[config.mk]
export PLATFORM = sky130hd
export DESIGN_NAME = msrv32_machine_counters
export DESIGN_NICKNAME = d
export VERILOG_FILES = /design/src/rtl/msrv32_machine_counters.sv
export SDC_FILE = /design/constraint.sdc
export NUM_CORES = 1
export LEC_CHECK = 0
export CAP_MARGIN = 20
export CORE_ASPECT_RATIO = 1.2
export CORE_MARGIN = 2
export CORE_UTILIZATION = 43
export DETAILED_ROUTE_END_ITERATION = 10
export GPL_TIMING_DRIVEN = 0
export PLACE_DENSITY = 0.69
export SLEW_MARGIN = 25
export SYNTH_ARGS = -nofsm -noshare
export SYNTH_HDL_FRONTEND = slang
export SYNTH_SLANG_ARGS = --single-unit
[constraint.sdc]
create_clock -name clk_in -period 4.4 [get_ports clk_in]
set_input_delay 1.1 -clock clk_in [delete_from_list [all_inputs] [get_ports clk_in]]
set_output_delay 1.1 -clock clk_in [all_outputs]
set_load 0.01 [all_outputs]
[src/rtl/msrv32_machine_counters.sv]
`timescale 1ns / 1ps
`default_nettype none
// ============================================================================
// Module   : msrv32_machine_counters
// Purpose  : Machine-mode performance counters for the RV32I core. Owns the
//            64-bit mcycle and minstret counters and mcountinhibit. Serves
//            reads of these registers and of the user-level read-only
//            shadows (cycle/time/instret and their high halves). Flags
//            effective writes to the read-only shadows as illegal.
// Ports    : clk_in          - core clock, rising edge
//            reset_in        - asynchronous active-high reset
//            csr_addr_in     - registered CSR address (12 bits)
//            csr_op_in       - [1:0] 00 none/01 RW/10 RS/11 RC,
//                              [2] selects zero-extended imm_in[4:0] as source
//            csr_wr_en_in    - registered CSR write enable
//            rs1_in          - registered rs1 value
//            imm_in          - registered immediate, only [4:0] used
//            instret_inc_in  - one instruction retired this cycle
//            real_time_in    - platform mtime, for the time/timeh shadows
//            csr_data_out    - read data for the addressed counter CSR
//            csr_hit_out     - address maps to this unit
//            illegal_csr_out - effective write to a read-only shadow
// Revision : 1.0 - initial release
// ============================================================================
module msrv32_machine_counters #(
    parameter logic [31:0] INHIBIT_RESET = 32'h0000_0000,
    parameter logic [63:0] CYCLE_RESET   = 64'h0000_0000_0000_0000,
    parameter logic [63:0] INSTRET_RESET = 64'h0000_0000_0000_0000
) (
    input  logic        clk_in,
    input  logic        reset_in,
    input  logic [11:0] csr_addr_in,
    input  logic [2:0]  csr_op_in,
    input  logic        csr_wr_en_in,
    input  logic [31:0] rs1_in,
    input  logic [31:0] imm_in,
    input  logic        instret_inc_in,
    input  logic [63:0] real_time_in,
    output logic [31:0] csr_data_out,
    output logic        csr_hit_out,
    output logic        illegal_csr_out
);

    // CSR addresses
    localparam logic [11:0] ADDR_MCYCLE        = 12'hB00;
    localparam logic [11:0] ADDR_MCYCLEH       = 12'hB80;
    localparam logic [11:0] ADDR_MINSTRET      = 12'hB02;
    localparam logic [11:0] ADDR_MINSTRETH     = 12'hB82;
    localparam logic [11:0] ADDR_MCOUNTINHIBIT = 12'h320;
    localparam logic [11:0] ADDR_CYCLE         = 12'hC00;
    localparam logic [11:0] ADDR_CYCLEH        = 12'hC80;
    localparam logic [11:0] ADDR_TIME          = 12'hC01;
    localparam logic [11:0] ADDR_TIMEH         = 12'hC81;
    localparam logic [11:0] ADDR_INSTRET       = 12'hC02;
    localparam logic [11:0] ADDR_INSTRETH      = 12'hC82;

    // CSR operation encodings (csr_op_in[1:0])
    localparam logic [1:0] OP_NONE = 2'b00;
    localparam logic [1:0] OP_RW   = 2'b01;
    localparam logic [1:0] OP_RS   = 2'b10;
    localparam logic [1:0] OP_RC   = 2'b11;

    // State
    logic [63:0] mcycle_q;
    logic [63:0] mcycle_d;
    logic [63:0] minstret_q;
    logic [63:0] minstret_d;
    logic        inh_cy_q;
    logic        inh_cy_d;
    logic        inh_ir_q;
    logic        inh_ir_d;

    // Combinational
    logic [31:0] w_src;
    logic        w_wr_req;
    logic [31:0] w_rd_data;
    logic        w_hit;
    logic        w_ro;
    logic [31:0] w_new_val;
    logic        w_cy_en;
    logic        w_ir_en;
    logic        w_wr_mcycle_lo;
    logic        w_wr_mcycle_hi;
    logic        w_wr_minstret_lo;
    logic        w_wr_minstret_hi;
    logic        w_wr_inhibit;
    logic        w_unused_imm;

    // Only the low five immediate bits form the zimm source.
    assign w_unused_imm = &{1'b0, imm_in[31:5]};

    assign w_src = csr_op_in[2] ? {27'b0, imm_in[4:0]} : rs1_in;

    // RS/RC with a zero source are pure reads and must not write, so they
    // cannot trip the read-only check either.
    assign w_wr_req = csr_wr_en_in
                   && (csr_op_in[1:0] != OP_NONE)
                   && ((csr_op_in[1:0] == OP_RW) || (w_src != 32'd0));

    // Address decode and read mux; reads always see the pre-update state.
    always_comb begin
        w_hit     = 1'b0;
        w_ro      = 1'b0;
        w_rd_data = 32'd0;
        case (csr_addr_in)
            ADDR_MCYCLE: begin
                w_hit     = 1'b1;
                w_rd_data = mcycle_q[31:0];
            end
            ADDR_MCYCLEH: begin
                w_hit     = 1'b1;
                w_rd_data = mcycle_q[63:32];
            end
            ADDR_MINSTRET: begin
                w_hit     = 1'b1;
                w_rd_data = minstret_q[31:0];
            end
            ADDR_MINSTRETH: begin
                w_hit     = 1'b1;
                w_rd_data = minstret_q[63:32];
            end
            ADDR_MCOUNTINHIBIT: begin
                w_hit     = 1'b1;
                w_rd_data = {29'd0, inh_ir_q, 1'b0, inh_cy_q};
            end
            ADDR_CYCLE: begin
                w_hit     = 1'b1;
                w_ro      = 1'b1;
                w_rd_data = mcycle_q[31:0];
            end
            ADDR_CYCLEH: begin
                w_hit     = 1'b1;
                w_ro      = 1'b1;
                w_rd_data = mcycle_q[63:32];
            end
            ADDR_TIME: begin
                w_hit     = 1'b1;
                w_ro      = 1'b1;
                w_rd_data = real_time_in[31:0];
            end
            ADDR_TIMEH: begin
                w_hit     = 1'b1;
                w_ro      = 1'b1;
                w_rd_data = real_time_in[63:32];
            end
            ADDR_INSTRET: begin
                w_hit     = 1'b1;
                w_ro      = 1'b1;
                w_rd_data = minstret_q[31:0];
            end
            ADDR_INSTRETH: begin
                w_hit     = 1'b1;
                w_ro      = 1'b1;
                w_rd_data = minstret_q[63:32];
            end
            default: begin
                w_hit     = 1'b0;
                w_ro      = 1'b0;
                w_rd_data = 32'd0;
            end
        endcase
    end

    // Read-modify-write value, based on the value being read this cycle.
    always_comb begin
        w_new_val = w_rd_data;
        case (csr_op_in[1:0])
            OP_RW:   w_new_val = w_src;
            OP_RS:   w_new_val = w_rd_data | w_src;
            OP_RC:   w_new_val = w_rd_data & ~w_src;
            default: w_new_val = w_rd_data;
        endcase
    end

    assign w_wr_mcycle_lo   = w_wr_req && (csr_addr_in == ADDR_MCYCLE);
    assign w_wr_mcycle_hi   = w_wr_req && (csr_addr_in == ADDR_MCYCLEH);
    assign w_wr_minstret_lo = w_wr_req && (csr_addr_in == ADDR_MINSTRET);
    assign w_wr_minstret_hi = w_wr_req && (csr_addr_in == ADDR_MINSTRETH);
    assign w_wr_inhibit     = w_wr_req && (csr_addr_in == ADDR_MCOUNTINHIBIT);

    // Enables use the current inhibit bits, so the edge that writes
    // mcountinhibit still counts according to the old setting.
    assign w_cy_en = ~inh_cy_q;
    assign w_ir_en = instret_inc_in & ~inh_ir_q;

    // Next-state for mcycle. Writing the low half suppresses the increment
    // and holds the high half; writing the high half lets the low half
    // count but drops its carry.
    always_comb begin
        mcycle_d = mcycle_q;
        if (w_wr_mcycle_lo) begin
            mcycle_d = {mcycle_q[63:32], w_new_val};
        end else if (w_wr_mcycle_hi) begin
            mcycle_d = {w_new_val, mcycle_q[31:0] + {31'd0, w_cy_en}};
        end else if (w_cy_en) begin
            mcycle_d = mcycle_q + 64'd1;
        end
    end

    // Next-state for minstret, same split-write rules as mcycle.
    always_comb begin
        minstret_d = minstret_q;
        if (w_wr_minstret_lo) begin
            minstret_d = {minstret_q[63:32], w_new_val};
        end else if (w_wr_minstret_hi) begin
            minstret_d = {w_new_val, minstret_q[31:0] + {31'd0, w_ir_en}};
        end else if (w_ir_en) begin
            minstret_d = minstret_q + 64'd1;
        end
    end

    // Next-state for mcountinhibit; only CY (bit 0) and IR (bit 2) exist.
    always_comb begin
        inh_cy_d = inh_cy_q;
        inh_ir_d = inh_ir_q;
        if (w_wr_inhibit) begin
            inh_cy_d = w_new_val[0];
            inh_ir_d = w_new_val[2];
        end
    end

    always_ff @(posedge clk_in or posedge reset_in) begin
        if (reset_in) begin
            mcycle_q   <= CYCLE_RESET;
            minstret_q <= INSTRET_RESET;
            inh_cy_q   <= INHIBIT_RESET[0];
            inh_ir_q   <= INHIBIT_RESET[2];
        end else begin
            mcycle_q   <= mcycle_d;
            minstret_q <= minstret_d;
            inh_cy_q   <= inh_cy_d;
            inh_ir_q   <= inh_ir_d;
        end
    end

    assign csr_data_out    = w_rd_data;
    assign csr_hit_out     = w_hit;
    assign illegal_csr_out = w_wr_req & w_ro;

endmodule
`default_nettype wire

# After elaboration in Yosys (flattened, before gate mapping)
# Index checks and enable logic that the tools add are counted.
# word_totals
ff_bits,130
word_cells,66
output_inout_bits,34
input_bits,147
# classes
bitwise_logic,9
n_reduce_logical,20
n_eq_ne,16
n_addsub,4
n_mux,11
# ops
cell,n
$mux W64,4
$pmux W32 S7,1
$add A64 B1 Y64 const B,2
$eq A12 B12 Y1 const B,10
$mux W32,3
$pmux W32 S3,1
$add A32 B1 Y32,2
$and A32 B32 Y32,1
$not A32 Y32,1
$or A32 B32 Y32,1
$reduce_bool A32 Y1,1
$eq A12 B10 Y1 const B,1
$reduce_or A11 Y1,1
$reduce_or A2 Y1,4
$logic_and A1 B1 Y1,7
$reduce_or A6 Y1,1
$eq A2 B2 Y1 const B,2
$not A1 Y1,4
$reduce_and A2 Y1,2
$reduce_bool A2 Y1,2
$ne A3 B1 Y1 const B,1
$reduce_bool A3 Y1,1
$and A1 B1 Y1,2
$eq A2 B1 Y1 const B,1
3 further kinds,4

# Depth between registers and ports, before layout
# Gate-level depths: netlist (run 1).
# depth
word_depth,7
ltp_mapped,12
ltp_nobuf,10

# Worst setup path after synthesis (run 1)
# Ideal clock, no wire load.
# synth_timing
path_type,input-to-output
from,in csr_addr_in[7]
to,out csr_data_out[11]
path_buffers,3
path_slack_ps,438
cell_stages,9
required_time_ps,3300
arrival_ps,2862
path_cell_list,buf_4 or4_1 clkbuf_1 a211oi_2 buf_2 a22oi_1 nand2_1 a221oi_1 inv_1
# synth_between
elab_chain_len,3
elab_cells_between_ends,16
classes_between,eq/ne: 11; mux: 1; reduce/logical: 4
# synth_lines
item,line_no,text
from (decl),32,"input logic [11:0] csr_addr_in,"
$eq A12 B12 Y1,105,case (csr_addr_in)
$reduce_or A2 Y1 (no source line),--,
$pmux W32 S7 (*),105,
to (decl),39,"output logic [31:0] csr_data_out,"
# Mark *: on every way between the ends. The rest lies on a longest branch, timed or not.

# Worst setup path in the final report (run 1)
# layout_timing
from,in rs1_in[13]
to,out illegal_csr_out
# layout_between
elab_chain_len,5
# layout_lines
item,line_no,text
from (decl),35,"input logic [31:0] rs1_in,"
$mux W32,92,"assign w_src = csr_op_in[2] ? {27'b0, imm_in[4:0]} : rs1_in;"
$reduce_bool A32 Y1,98,&& ((csr_op_in[1:0] == OP_RW) || (w_src != 32'd0));
$logic_or A1 B1 Y1,98,
$logic_and A1 B1 Y1,98,
$and A1 B1 Y1,238,assign illegal_csr_out = w_wr_req & w_ro;
to (decl),41,output logic illegal_csr_out
# Every way passes these cells.

==> results of run 1 <==
==> cell type report <==
cell class | instances | area (sq um)
Clock inverter | 12 | 203
Buffer | 82 | 469
Tap cell | 325 | 407
Clock buffer | 20 | 467
Multi-Input combinational cell | 1092 | 7440
Timing Repair Buffer | 200 | 1950
Fill cell | 2301 | 10500
Sequential cell | 130 | 3250
Inverter | 38 | 146
==> synthesized netlist by cell type (12+ instances only) <==
library cell	instances
nor3_1	32
o32a_1	12
a22oi_1	45
mux2i_1	67
a21oi_1	79
clkbuf_1	44
nor4_1	23
and2_1	19
buf_2	28
and3_1	32
o211ai_1	19
a22o_1	14
xnor2_1	50
nor2b_1	27
and4_1	14
or4_1	12
nand3_1	60
o21ai_0	77
a221oi_1	15
xor2_1	35
inv_1	37
nor2_1	87
dfrtp_1	130
nand2_1	169
nand4_1	34
==> layout by cell type (no fill, tap or decap), drive strengths merged, types with 6 or more instances in the layout <==
master and n:
nand2 170, dfrtp 130, clkdlybuf4s50 106, buf 96
nor2 87, o21ai 82, a21oi 80, clkbuf 70
mux2i 67, nand3 60, xnor2 50, a22oi 45
nor3 39, inv 38, xor2 35, nand4 35
and3 32, nor2b 27, dlygate4sd2 25, nor4 25
o211ai 20, and2 19, a221oi 15, a22o 14
and4 14, or4 13, o32a 12, a31oi 11
a211oi 11, nand2b 9, or3 9, a222oi 8
nor3b 8, nand4b 7, ha 6, nor4b 6
==> critical path, stage by stage <==
cell	delay, ps
clkdlybuf4s50_1	630
nor4_4	90
nand4_1	210
o311ai_4	160
and2_1	170
clkbuf_4	190
a2111oi_0	410
dlygate4sd1_1	310
==> how the worst max path moves through the flow <==
stage / endpoint / cells after the start
after CTS: csr_data_out[7] / 10
after detailed placement: csr_data_out[7] / 7
final: illegal_csr_out / 8
after global routing: illegal_csr_out / 8
after global placement: csr_data_out[7] / 7
after floorplan: csr_data_out[11] / 9
==> routing by layer <==
layer	wire length (um)	vias to the layer above
met1	19500	6063
met3	5780	277
met2	26000	897
met5	0	-
met4	4720	0
li1	-	5480
==> power by group through the flow <==
stage	Clock, mW	Combinational [mW]	Sequential, mW
after detailed placement	0	0.419	1.26
after global routing	1.72	0.478	1.24
final	1.68	0.458	1.24
after CTS	1.67	0.437	1.24
after global placement	0	0.403	1.26
after floorplan	0	0.195	1.25
==> state kept, by name, indices dropped and copies added, names as in the netlist <==
| name | flops |
|---|---|
| mcycle_q | 64 |
| inh_ir_q | 1 |
| inh_cy_q | 1 |
| minstret_q | 64 |
==> kinds of logic (layout without fill, tap and decap cells) <==
family                     count (synthesis)  after routing
DFF                                      130            130
muxes                                     74             74
adders and majority gates                  6              6
buffers and inverters                    124            352
and+or+nand+nor                          573            573
xor gates and xnor gates                  85             85
AOI/OAI and AO/OA                        354            354
==> what timing repair did <==
item,CTS,global route
gates cloned,4,0
setup buffers,35,6
resized for setup,140,48
endpoints found under the setup margin,43,25
endpoints found under the hold margin,0,0
pin swaps,28,12
==> per-stage QoR <==
step | instances | power, mW | hold WS (ps)
floorplan | 1346 | 1.44 | 468
global placement | 1820 | 1.67 | 485
detailed placement | 1827 | 1.68 | 496
CTS | 1894 | 3.35 | 509
global route | 1899 | 3.45 | 522
finish | 1899 | 3.38 | 516
==> qor.csv, run 1 <==
stage;metric;value;unit
detailed_routing;antenna viol nets, final;0;
timing;Final Hold Fails;0;
power_and_ir_drop;Combinational Power Share;13.6;%
detailed_routing;DRT iter0 DRCs;1414;
synth;synth unique cells;89;
synth;Area contributors post-synth;dfrtp_1 (30%), mux2i_1 (6.1%), nand2_1 (5.8%);
power_and_ir_drop;LEAKAGE;6.01;nW
placed_design;dpl ws;-1290;ps
worst_setup_path;CP Capture Type;output pin;
placed_design;post-DP HPWL;43.4;mm
global_route;met2 usage;68.8;%
floorplanning;Die Y;179;um
timing;worst rel slew slack;23.7;%
placed_design;Port-buffer cells;149;
worst_setup_path;R2R depth;9;
cts;Clk pin slew, worst setup/hold paths;60;ps
cells_and_area;Syn-to-layout area delta;31.1;%
synth;Simple-Gate Fraction of Synth Area;28.0;%
worst_setup_path;reg2reg end;minstret_q[56];
global_route;met1 Track Usage GR;48.2;%
synth;Netlist Area Pre-Place;10900;sq um
synth;main combinational cell family by area after synthesis;simple AND/OR/NAND/NOR gates;
cts;Clk Latency, worst-skew pair;450;ps
detailed_routing;Vias/cell;6.70;
power_and_ir_drop;Internal;2.47;mW
worst_setup_path;Worst EP required;3300;ps
worst_setup_path;Arr. time, crit path;3280;ps
timing;unrepaired setup endpoints after global routing;no;
cells_and_area;ant diodes;0;
worst_setup_path;CP startpoint;rs1_in[13];
worst_setup_path;Reg-to-Reg Start;minstret_q[13];
floorplanning;Die Wd;150;um
synth;post-synthesis register bit count;130;
status;outcome;finished, final reports clean;
timing;# setup viols final;0;
detailed_routing;Vias;12700;
global_route;vias in the first global route;12200;
timing;Final Max Slew Viols;0;
timing;fin worst setup slack;17.1;ps
synth;Yosys top cell area share;29.8;%
power_and_ir_drop;Net Sw Frac;26.9;%
floorplanning;I/O Pins;181;
worst_setup_path;startpoint types;input port;
timing;fin crit share;99.6;%
detailed_routing;drt pass-1 iters;9;
synth;complex-gate fraction of the synthesized area;22.5;%
global_route;gr ovfl total;0;
power_and_ir_drop;sequential power share;36.8;%
synth;synth warn;0;
timing;Slew @ Worst Pin;1140;ps
detailed_routing;DR WL/cell;29.5;um
cells_and_area;Final #Nets;1714;
global_route;Tot GR Track Use;42.1;%
cts;CTS Buffer Depth;2;
synth;syn_area_per_cell;8.12;sq um
cts;H-tree levels;4;
min_path;hold depth;2;
global_route;Most Crowded Layer GR;met2;
floorplanning;Die Area;26700;sq um
job;max capacitance violation total;0;
cts;hold_buf cts;0;
power_and_ir_drop;Net Sw Power;0.909;mW
cells_and_area;fin util;57.7;%
worst_setup_path;worst-path maximum fanout;9;
synth;area leader, netlist;dfrtp_1;
cts;Root Driver;clkbuf_16;
cells_and_area;fin area;14300;sq um
min_path;Min-Delay Startpoint;mcycle_q[63];
synth;Mapped Nets;1499;
min_path;Hold Path Sink;mcycle_q[63];
min_path;Worst Hold Class;reg -> reg;
cts;cts bufs inserted;17;
timing;Layout Skew;11.9;ps
timing;fmax;0.228;GHz
synth;number of synthesized flops with an enable pin;0;
floorplanning;starting density of the core;44.0;%
worst_setup_path;FF-to-FF setup slack;1100;ps
synth;async set-reset flop share out of synthesis;100;%
cts;Sink Count;130;
synth;top_reg_cell synth;dfrtp_1;
detailed_routing;Post-Route WL;56.0;mm
global_route;met3 usage in global routing;9.80;%
synth;cells after synthesis;1346;
global_route;initial antenna violation count;0;
global_route;first-pass GRT wire length;80.6;mm
cells_and_area;layout cells sized above 1;13.7;%
synth;mux contribution to synthesized area;7.37;%
power_and_ir_drop;clock power share;49.6;%
timing;Final TNS setup;0;ps
synth;Synth Area in XOR/XNOR;6.81;%
power_and_ir_drop;Power Density;236;nW/um^2
power_and_ir_drop;VDD IR max;0.000239;V
placed_design;RD Place Congestion;1.01;
synth;register area share after synthesis;29.8;%
detailed_routing;# DRC;0;
cts;CTS tree;built;
placed_design;placed inst area;13000;sq um
floorplanning;CORE AREA;24800;sq um
floorplanning;# rows;63;
worst_setup_path;Setup CP Type;in -> out;
global_route;largest net degree at the start of global routing;29;
synth;adder-cell share of the synthesized area;0.687;%
timing;fin crit period;4380;ps
Note: power is estimated with default switching activity, not from simulation.
==> run 2, diff against run 1 <==
--- a/config.mk
+++ b/config.mk
@@ -9,9 +9,10 @@
 export CORE_ASPECT_RATIO = 1.2
 export CORE_MARGIN = 2
 export CORE_UTILIZATION = 43
+export CTS_CLUSTER_DIAMETER = 100
 export DETAILED_ROUTE_END_ITERATION = 10
 export GPL_TIMING_DRIVEN = 0
-export PLACE_DENSITY = 0.69
+export PLACE_DENSITY = 0.67
 export SLEW_MARGIN = 25
 export SYNTH_ARGS = -nofsm -noshare
 export SYNTH_HDL_FRONTEND = slang
==> constraint.sdc (replaced) <==
create_clock -name clk_in -period 4.28 [get_ports clk_in]
set_input_delay 1.07 -clock clk_in [delete_from_list [all_inputs] [get_ports clk_in]]
set_output_delay 1.07 -clock clk_in [all_outputs]
set_load 0.01 [all_outputs]
==> qor.csv, run 2 (synthesis results as in run 1) <==
stage;metric;value;unit;change
status;outcome;finished with violations;;was finished, final reports clean
status;failing checks;setup timing;;
cells_and_area;most frequent cells in the layout;nand2_1 (166), dfrtp_1 (130), clkdlybuf4s50_1 (99);;was nand2_1 (167), dfrtp_1 (130), clkdlybuf4s50_1 (106)
min_path;Hold Path Sink;mcycle_q[63];;unchanged
cells_and_area;ant diodes;0;;unchanged
cts;Sink Count;130;;unchanged
cts;Root Driver;clkbuf_16;;unchanged
worst_setup_path;Arr. time, crit path;3250;ps;was 3280 ps
detailed_routing;# DRC;0;;unchanged
detailed_routing;drt pass-1 iters;7;;was 9
power_and_ir_drop;total power;3.31;mW;was 3.38 mW
cts;Clk pin slew, worst setup/hold paths;60;ps;about the same
cells_and_area;layout cells sized above 1;15.1;%;was 13.7%
detailed_routing;Vias;12800;;was 12,700
timing;Final TNS setup;-42.5;ps;was 0 ps
floorplanning;# rows;63;;unchanged
timing;fmax;0.231;GHz;
placed_design;dpl ws;-1230;ps;was -1290 ps
cts;cts bufs inserted;17;;unchanged
timing;fin crit share;101;%;
cts;H-tree levels;4;;unchanged
cts;CTS Buffer Depth;2;;unchanged
cells_and_area;Finished Layout Cells;1903;;was 1,899
floorplanning;I/O Pins;181;;unchanged
timing;Final Max Slew Viols;0;;unchanged
floorplanning;Die Wd;150;um;unchanged
cells_and_area;multi-input logic area;7490;sq um;was 7440 sq um
power_and_ir_drop;Combinational Power Share;13.9;%;was 13.6%
worst_setup_path;reg2reg end;minstret_q[56];;unchanged
worst_setup_path;CP Capture Type;output pin;;unchanged
detailed_routing;DR WL/cell;28.1;um;was 29.5 um
power_and_ir_drop;LEAKAGE;5.98;nW;was 6.01 nW
cts;CTS tree;built;;unchanged
cells_and_area;most common cell after layout, fill and taps aside;nand2_1;;unchanged
detailed_routing;antenna viol nets, final;0;;unchanged
timing;Slew @ Worst Pin;1130;ps;was 1140 ps
worst_setup_path;Setup CP Type;in -> out;;unchanged
global_route;vias in the first global route;12200;;about the same
worst_setup_path;FF-to-FF setup slack;1040;ps;was 1100 ps
global_route;first-pass GRT wire length;78.4;mm;was 80.6 mm
job;max capacitance violation total;0;;unchanged
worst_setup_path;worst-path maximum fanout;9;;unchanged
cells_and_area;Largest regs;mcycle_q (64), minstret_q (64);;unchanged
timing;fin crit period;4320;ps;
power_and_ir_drop;Power Density;231;nW/um^2;was 236 nW/um^2
power_and_ir_drop;Net Sw Frac;28.1;%;was 26.9%
cells_and_area;Final #Nets;1718;;was 1,714
cells_and_area;FF+latch area;3250;sq um;unchanged
power_and_ir_drop;Internal;2.38;mW;was 2.47 mW
detailed_routing;DRT iter0 DRCs;1714;;was 1,414
global_route;Tot GR Track Use;40.2;%;was 42.1%
timing;Final Hold Fails;0;;unchanged
timing;Layout Skew;12.3;ps;was 11.9 ps
global_route;gr ovfl total;0;;unchanged
global_route;initial antenna violation count;0;;unchanged
placed_design;RD Place Congestion;1.05;;was 1.01
cells_and_area;Syn-to-layout area delta;30.8;%;was 31.1%
power_and_ir_drop;VDD IR max;0.000271;V;was 0.000239 V
cts;Clk Latency, worst-skew pair;440;ps;was 450 ps
placed_design;post-DP HPWL;41.3;mm;was 43.4 mm
power_and_ir_drop;clock power share;47.6;%;was 49.6%
min_path;Min-Delay Startpoint;mcycle_q[63];;unchanged
timing;# setup viols final;2;;was 0
min_path;hold depth;2;;unchanged
cells_and_area;Fillers;2281;;was 2,301
detailed_routing;Vias/cell;6.70;;about the same
power_and_ir_drop;Net Sw Power;0.931;mW;was 0.909 mW
timing;worst rel slew slack;24.2;%;was 23.7%
power_and_ir_drop;sequential power share;38.5;%;was 36.8%
floorplanning;Die Area;26700;sq um;unchanged
floorplanning;Die Y;179;um;unchanged
floorplanning;CORE AREA;24800;sq um;unchanged
worst_setup_path;Reg-to-Reg Start;minstret_q[10];;was minstret_q[13]
worst_setup_path;R2R depth;8;;was 9
global_route;largest net degree at the start of global routing;30;;was 29
timing;Min Hold Slack;537;ps;was 516 ps
worst_setup_path;startpoint types;input port;;unchanged
placed_design;dpl cells;1826;;was 1,827
placed_design;Port-buffer cells;149;;unchanged
worst_setup_path;Worst EP required;3210;ps;was 3300 ps
timing;fin worst setup slack;-40.6;ps;was 17.1 ps
floorplanning;starting density of the core;44.0;%;unchanged
detailed_routing;Post-Route WL;53.5;mm;was 56.0 mm
min_path;Worst Hold Class;reg -> reg;;unchanged
-- run 2: worst max-delay path, cell delays in order --
cell,delay (ps)
clkdlybuf4s50_1,470
nor4_2,440
nand4_1,300
o311ai_4,180
and2_1,180
clkbuf_4,200
a2111oi_0,90
dlygate4sd2_1,320
-- run 2: through the flow --
stage	util, %	instance area (sq um)
2_1_floorplan	-	10900
3_3_place_gp	51.7	12800
3_5_place_dp	52.2	13000
4_1_cts	57.6	14300
5_1_grt	57.6	14300
6_report	57.6	14300
-- run 2: final cells by class --
| class | count | area share [%] |
|---|---|---|
| Inverter | 38 | 1.02 |
| Sequential cell | 130 | 22.7 |
| Tap cell | 325 | 2.84 |
| Timing Repair Buffer | 204 | 13.5 |
| Clock buffer | 19 | 3.10 |
| Multi-Input combinational cell | 1092 | 52.3 |
| Buffer | 82 | 3.33 |
| Clock inverter | 13 | 1.12 |
-- run 2: timing repair --
action / CTS / global route
pin swaps: 27 / 16
cloned: 4 / 0
endpoints found under the setup margin: 43 / 44
buffers inserted: 39 / 6
hold buffers: 0 / 0
gates resized for setup: 202 / 34
-- run 2: layer usage --
| layer | vias up | share of wire [%] | global-route usage [%] |
|---|---|---|---|
| li1 | 5490 | - | - |
| met1 | 6129 | 36 | 49.0 |
| met2 | 885 | 46 | 64.8 |
| met3 | 248 | 9.5 | 7.02 |
| met4 | 0 | 8.3 | 27.7 |
| met5 | - | 0 | 0 |
-- run 2: how the worst max path moves through the flow --
stage                                  end  cells past startpoint            from
after CTS                  csr_data_out[5]                     10  csr_addr_in[9]
after global placement     csr_data_out[7]                      7  csr_addr_in[8]
after detailed placement   csr_data_out[7]                      7  csr_addr_in[8]
after floorplan           csr_data_out[11]                      9  csr_addr_in[7]
final                      illegal_csr_out                      8       rs1_in[1]
after global routing      csr_data_out[30]                     12  csr_addr_in[8]
-- run 2: power by group through the flow --
stage               Sequential (mW)  Clock [mW]  Combinational [mW]
detailed placement             1.30           0               0.426
global route                   1.28        1.62               0.481
floorplan                      1.28           0               0.200
finish                         1.27        1.58               0.459
global placement               1.30           0               0.410
CTS                            1.27        1.57               0.446
==> run 3, diff against run 2 <==
--- a/config.mk
+++ b/config.mk
@@ -8,11 +8,11 @@
 export CAP_MARGIN = 20
 export CORE_ASPECT_RATIO = 1.2
 export CORE_MARGIN = 2
-export CORE_UTILIZATION = 43
+export CORE_UTILIZATION = 42
 export CTS_CLUSTER_DIAMETER = 100
 export DETAILED_ROUTE_END_ITERATION = 10
 export GPL_TIMING_DRIVEN = 0
-export PLACE_DENSITY = 0.67
+export PLACE_DENSITY = 0.65
 export SLEW_MARGIN = 25
 export SYNTH_ARGS = -nofsm -noshare
 export SYNTH_HDL_FRONTEND = slang
==> qor.csv, run 3 (synthesis results as in run 1) <==
stage;metric;value;unit;change
status;outcome;finished with violations;;unchanged
status;failing checks;setup timing;;unchanged
timing;worst rel slew slack;24.0;%;was 24.2%
global_route;initial antenna violation count;0;;unchanged
detailed_routing;Vias/cell;6.65;;was 6.70
cts;CTS Buffer Depth;2;;unchanged
worst_setup_path;Setup CP Type;in -> out;;unchanged
global_route;first-pass GRT wire length;78.0;mm;was 78.4 mm
placed_design;RD Place Congestion;1.03;;was 1.05
worst_setup_path;startpoint types;input port;;unchanged
cells_and_area;most frequent cells in the layout;nand2_1 (167), dfrtp_1 (130), clkdlybuf4s50_1 (99);;was nand2_1 (166), dfrtp_1 (130), clkdlybuf4s50_1 (99)
cts;CTS tree;built;;unchanged
placed_design;post-DP HPWL;41.7;mm;was 41.3 mm
power_and_ir_drop;VDD IR max;0.000212;V;was 0.000271 V
timing;Min Hold Slack;525;ps;was 537 ps
min_path;Worst Hold Class;reg -> reg;;unchanged
worst_setup_path;FF-to-FF setup slack;990;ps;was 1040 ps
global_route;met2 usage;63.1;%;was 64.8%
power_and_ir_drop;Power Density;227;nW/um^2;was 231 nW/um^2
cts;Clk Latency, worst-skew pair;440;ps;about the same
timing;# setup viols final;1;;was 2
cells_and_area;Final #Nets;1731;;was 1,718
global_route;met3 usage in global routing;5.91;%;was 7.02%
worst_setup_path;worst-path maximum fanout;7;;was 9
placed_design;Port-buffer cells;149;;unchanged
cts;Clk pin slew, worst setup/hold paths;60;ps;about the same
global_route;largest net degree at the start of global routing;28;;was 30
cells_and_area;Fillers;2365;;was 2,281
detailed_routing;# DRC;0;;unchanged
power_and_ir_drop;Internal;2.34;mW;was 2.38 mW
floorplanning;CORE AREA;25500;sq um;was 24,800 sq um
cells_and_area;Syn-to-layout area delta;31.9;%;was 30.8%
global_route;vias in the first global route;12000;;was 12,200
floorplanning;Die Area;27300;sq um;was 26,700 sq um
power_and_ir_drop;sequential power share;39.0;%;was 38.5%
worst_setup_path;CP startpoint;csr_addr_in[8];;was rs1_in[1]
global_route;Most Crowded Layer GR;met2;;unchanged
power_and_ir_drop;total power;3.27;mW;was 3.31 mW
cells_and_area;fin util;56.5;%;was 57.6%
timing;fin crit period;4290;ps;was 4320 ps
floorplanning;starting density of the core;42.8;%;was 44.0%
worst_setup_path;reg2reg end;minstret_q[56];;unchanged
detailed_routing;antenna viol nets, final;0;;unchanged
cts;Root Driver;clkbuf_16;;unchanged
cts;hold_buf cts;0;;unchanged
cts;cts bufs inserted;17;;unchanged
timing;fin worst setup slack;-7.50;ps;was -40.6 ps
cells_and_area;ant diodes;0;;unchanged
worst_setup_path;Arr. time, crit path;3220;ps;was 3250 ps
global_route;Tot GR Track Use;38.9;%;was 40.2%
timing;Slew @ Worst Pin;1140;ps;was 1130 ps
global_route;met1 Track Usage GR;49.2;%;was 49.0%
job;max capacitance violation total;0;;unchanged
timing;Final Max Slew Viols;0;;unchanged
floorplanning;Die Y;181;um;was 179 um
power_and_ir_drop;LEAKAGE;6.10;nW;was 5.98 nW
detailed_routing;Post-Route WL;53.4;mm;was 53.5 mm
timing;Final TNS setup;-7.50;ps;was -42.5 ps
detailed_routing;DRT iter0 DRCs;1871;;was 1,714
cells_and_area;Largest regs;mcycle_q (64), minstret_q (64);;unchanged
cells_and_area;fin area;14400;sq um;was 14,300 sq um
worst_setup_path;R2R depth;9;;was 8
worst_setup_path;CP Capture Point;csr_data_out[7];;was illegal_csr_out
power_and_ir_drop;Net Sw Frac;28.5;%;was 28.1%
power_and_ir_drop;Net Sw Power;0.930;mW;was 0.931 mW
global_route;gr ovfl total;0;;unchanged
detailed_routing;drt pass-1 iters;7;;unchanged
cells_and_area;multi-input logic area;7510;sq um;was 7490 sq um
placed_design;placed inst area;13000;sq um;about the same
timing;Final Hold Fails;0;;unchanged
timing;fmax;0.233;GHz;was 0.231 GHz
worst_setup_path;Worst EP required;3210;ps;about the same
power_and_ir_drop;clock power share;46.8;%;was 47.6%
cts;Sink Count;130;;unchanged
worst_setup_path;Reg-to-Reg Start;minstret_q[13];;was minstret_q[10]
floorplanning;# rows;64;;was 63
min_path;hold depth;2;;unchanged
cells_and_area;FF+latch area;3250;sq um;unchanged
worst_setup_path;CP Capture Type;output pin;;unchanged
cells_and_area;most common cell after layout, fill and taps aside;nand2_1;;unchanged
power_and_ir_drop;Combinational Power Share;14.2;%;was 13.9%
cts;H-tree levels;4;;unchanged
detailed_routing;DR WL/cell;27.8;um;was 28.1 um
cells_and_area;layout cells sized above 1;15.7;%;was 15.1%
detailed_routing;Vias;12800;;about the same
timing;Layout Skew;13.0;ps;was 12.3 ps
floorplanning;Die Wd;151;um;was 150 um
floorplanning;I/O Pins;181;;unchanged
timing;fin crit share;100;%;was 101%
run 3: critical path: stages:
cell and delay [ps]:
buf_2 180, nand4bb_4 260, a211oi_4 100, buf_4 150
buf_6 130, buf_4 130, a222oi_1 580, o211ai_1 360
buf_2 250
run 3: per-layer routing:
layer / up-vias / wire length [um]
met2: 907 / 25100
li1: 5514 / -
met5: - / 0
met1: 6140 / 19500
met3: 200 / 5310
met4: 0 / 3510
run 3: worst min-delay path by stage:
stage / from / to / slack [ps]
6_report: mcycle_q[63] / mcycle_q[63] / 520
5_1_grt: mcycle_q[63] / mcycle_q[63] / 560
4_1_cts: mcycle_q[63] / mcycle_q[63] / 520
3_5_place_dp: mcycle_q[63] / mcycle_q[63] / 510
3_3_place_gp: mcycle_q[63] / mcycle_q[63] / 490
2_1_floorplan: mcycle_q[63] / mcycle_q[63] / 470
run 3: through the flow:
stage / instances / setup WS (ps)
2_1_floorplan: 1346 / 378
3_3_place_gp: 1825 / -1310
5_1_grt: 1920 / -8.34
4_1_cts: 1918 / -55.5
3_5_place_dp: 1831 / -1300
6_report: 1920 / -7.50
run 3: cell type report:
| type | instances | share of cell area (%) |
|---|---|---|
| Timing Repair Buffer | 218 | 14.3 |
| Clock inverter | 11 | 0.894 |
| Multi-Input combinational cell | 1092 | 52.1 |
| Inverter | 38 | 1.02 |
| Clock buffer | 20 | 3.17 |
| Sequential cell | 130 | 22.6 |
| Buffer | 81 | 3.11 |
| Tap cell | 330 | 2.86 |
run 3: power by group through the flow:
stage	Combinational [mW]	Sequential [mW]	Clock, mW
2_1_floorplan	0.200	1.28	0
3_3_place_gp	0.411	1.30	0
3_5_place_dp	0.428	1.30	0
4_1_cts	0.451	1.27	1.52
5_1_grt	0.486	1.28	1.56
6_report	0.465	1.28	1.53
run 3: what timing repair did:
action                                  in CTS  in global routing
gates resized for setup                    188                 47
pin swaps                                   34                 16
endpoints found under the hold margin        0                  0
endpoints found under the setup margin      46                 42
cloned                                       2                  0
buffers inserted                            57                  4
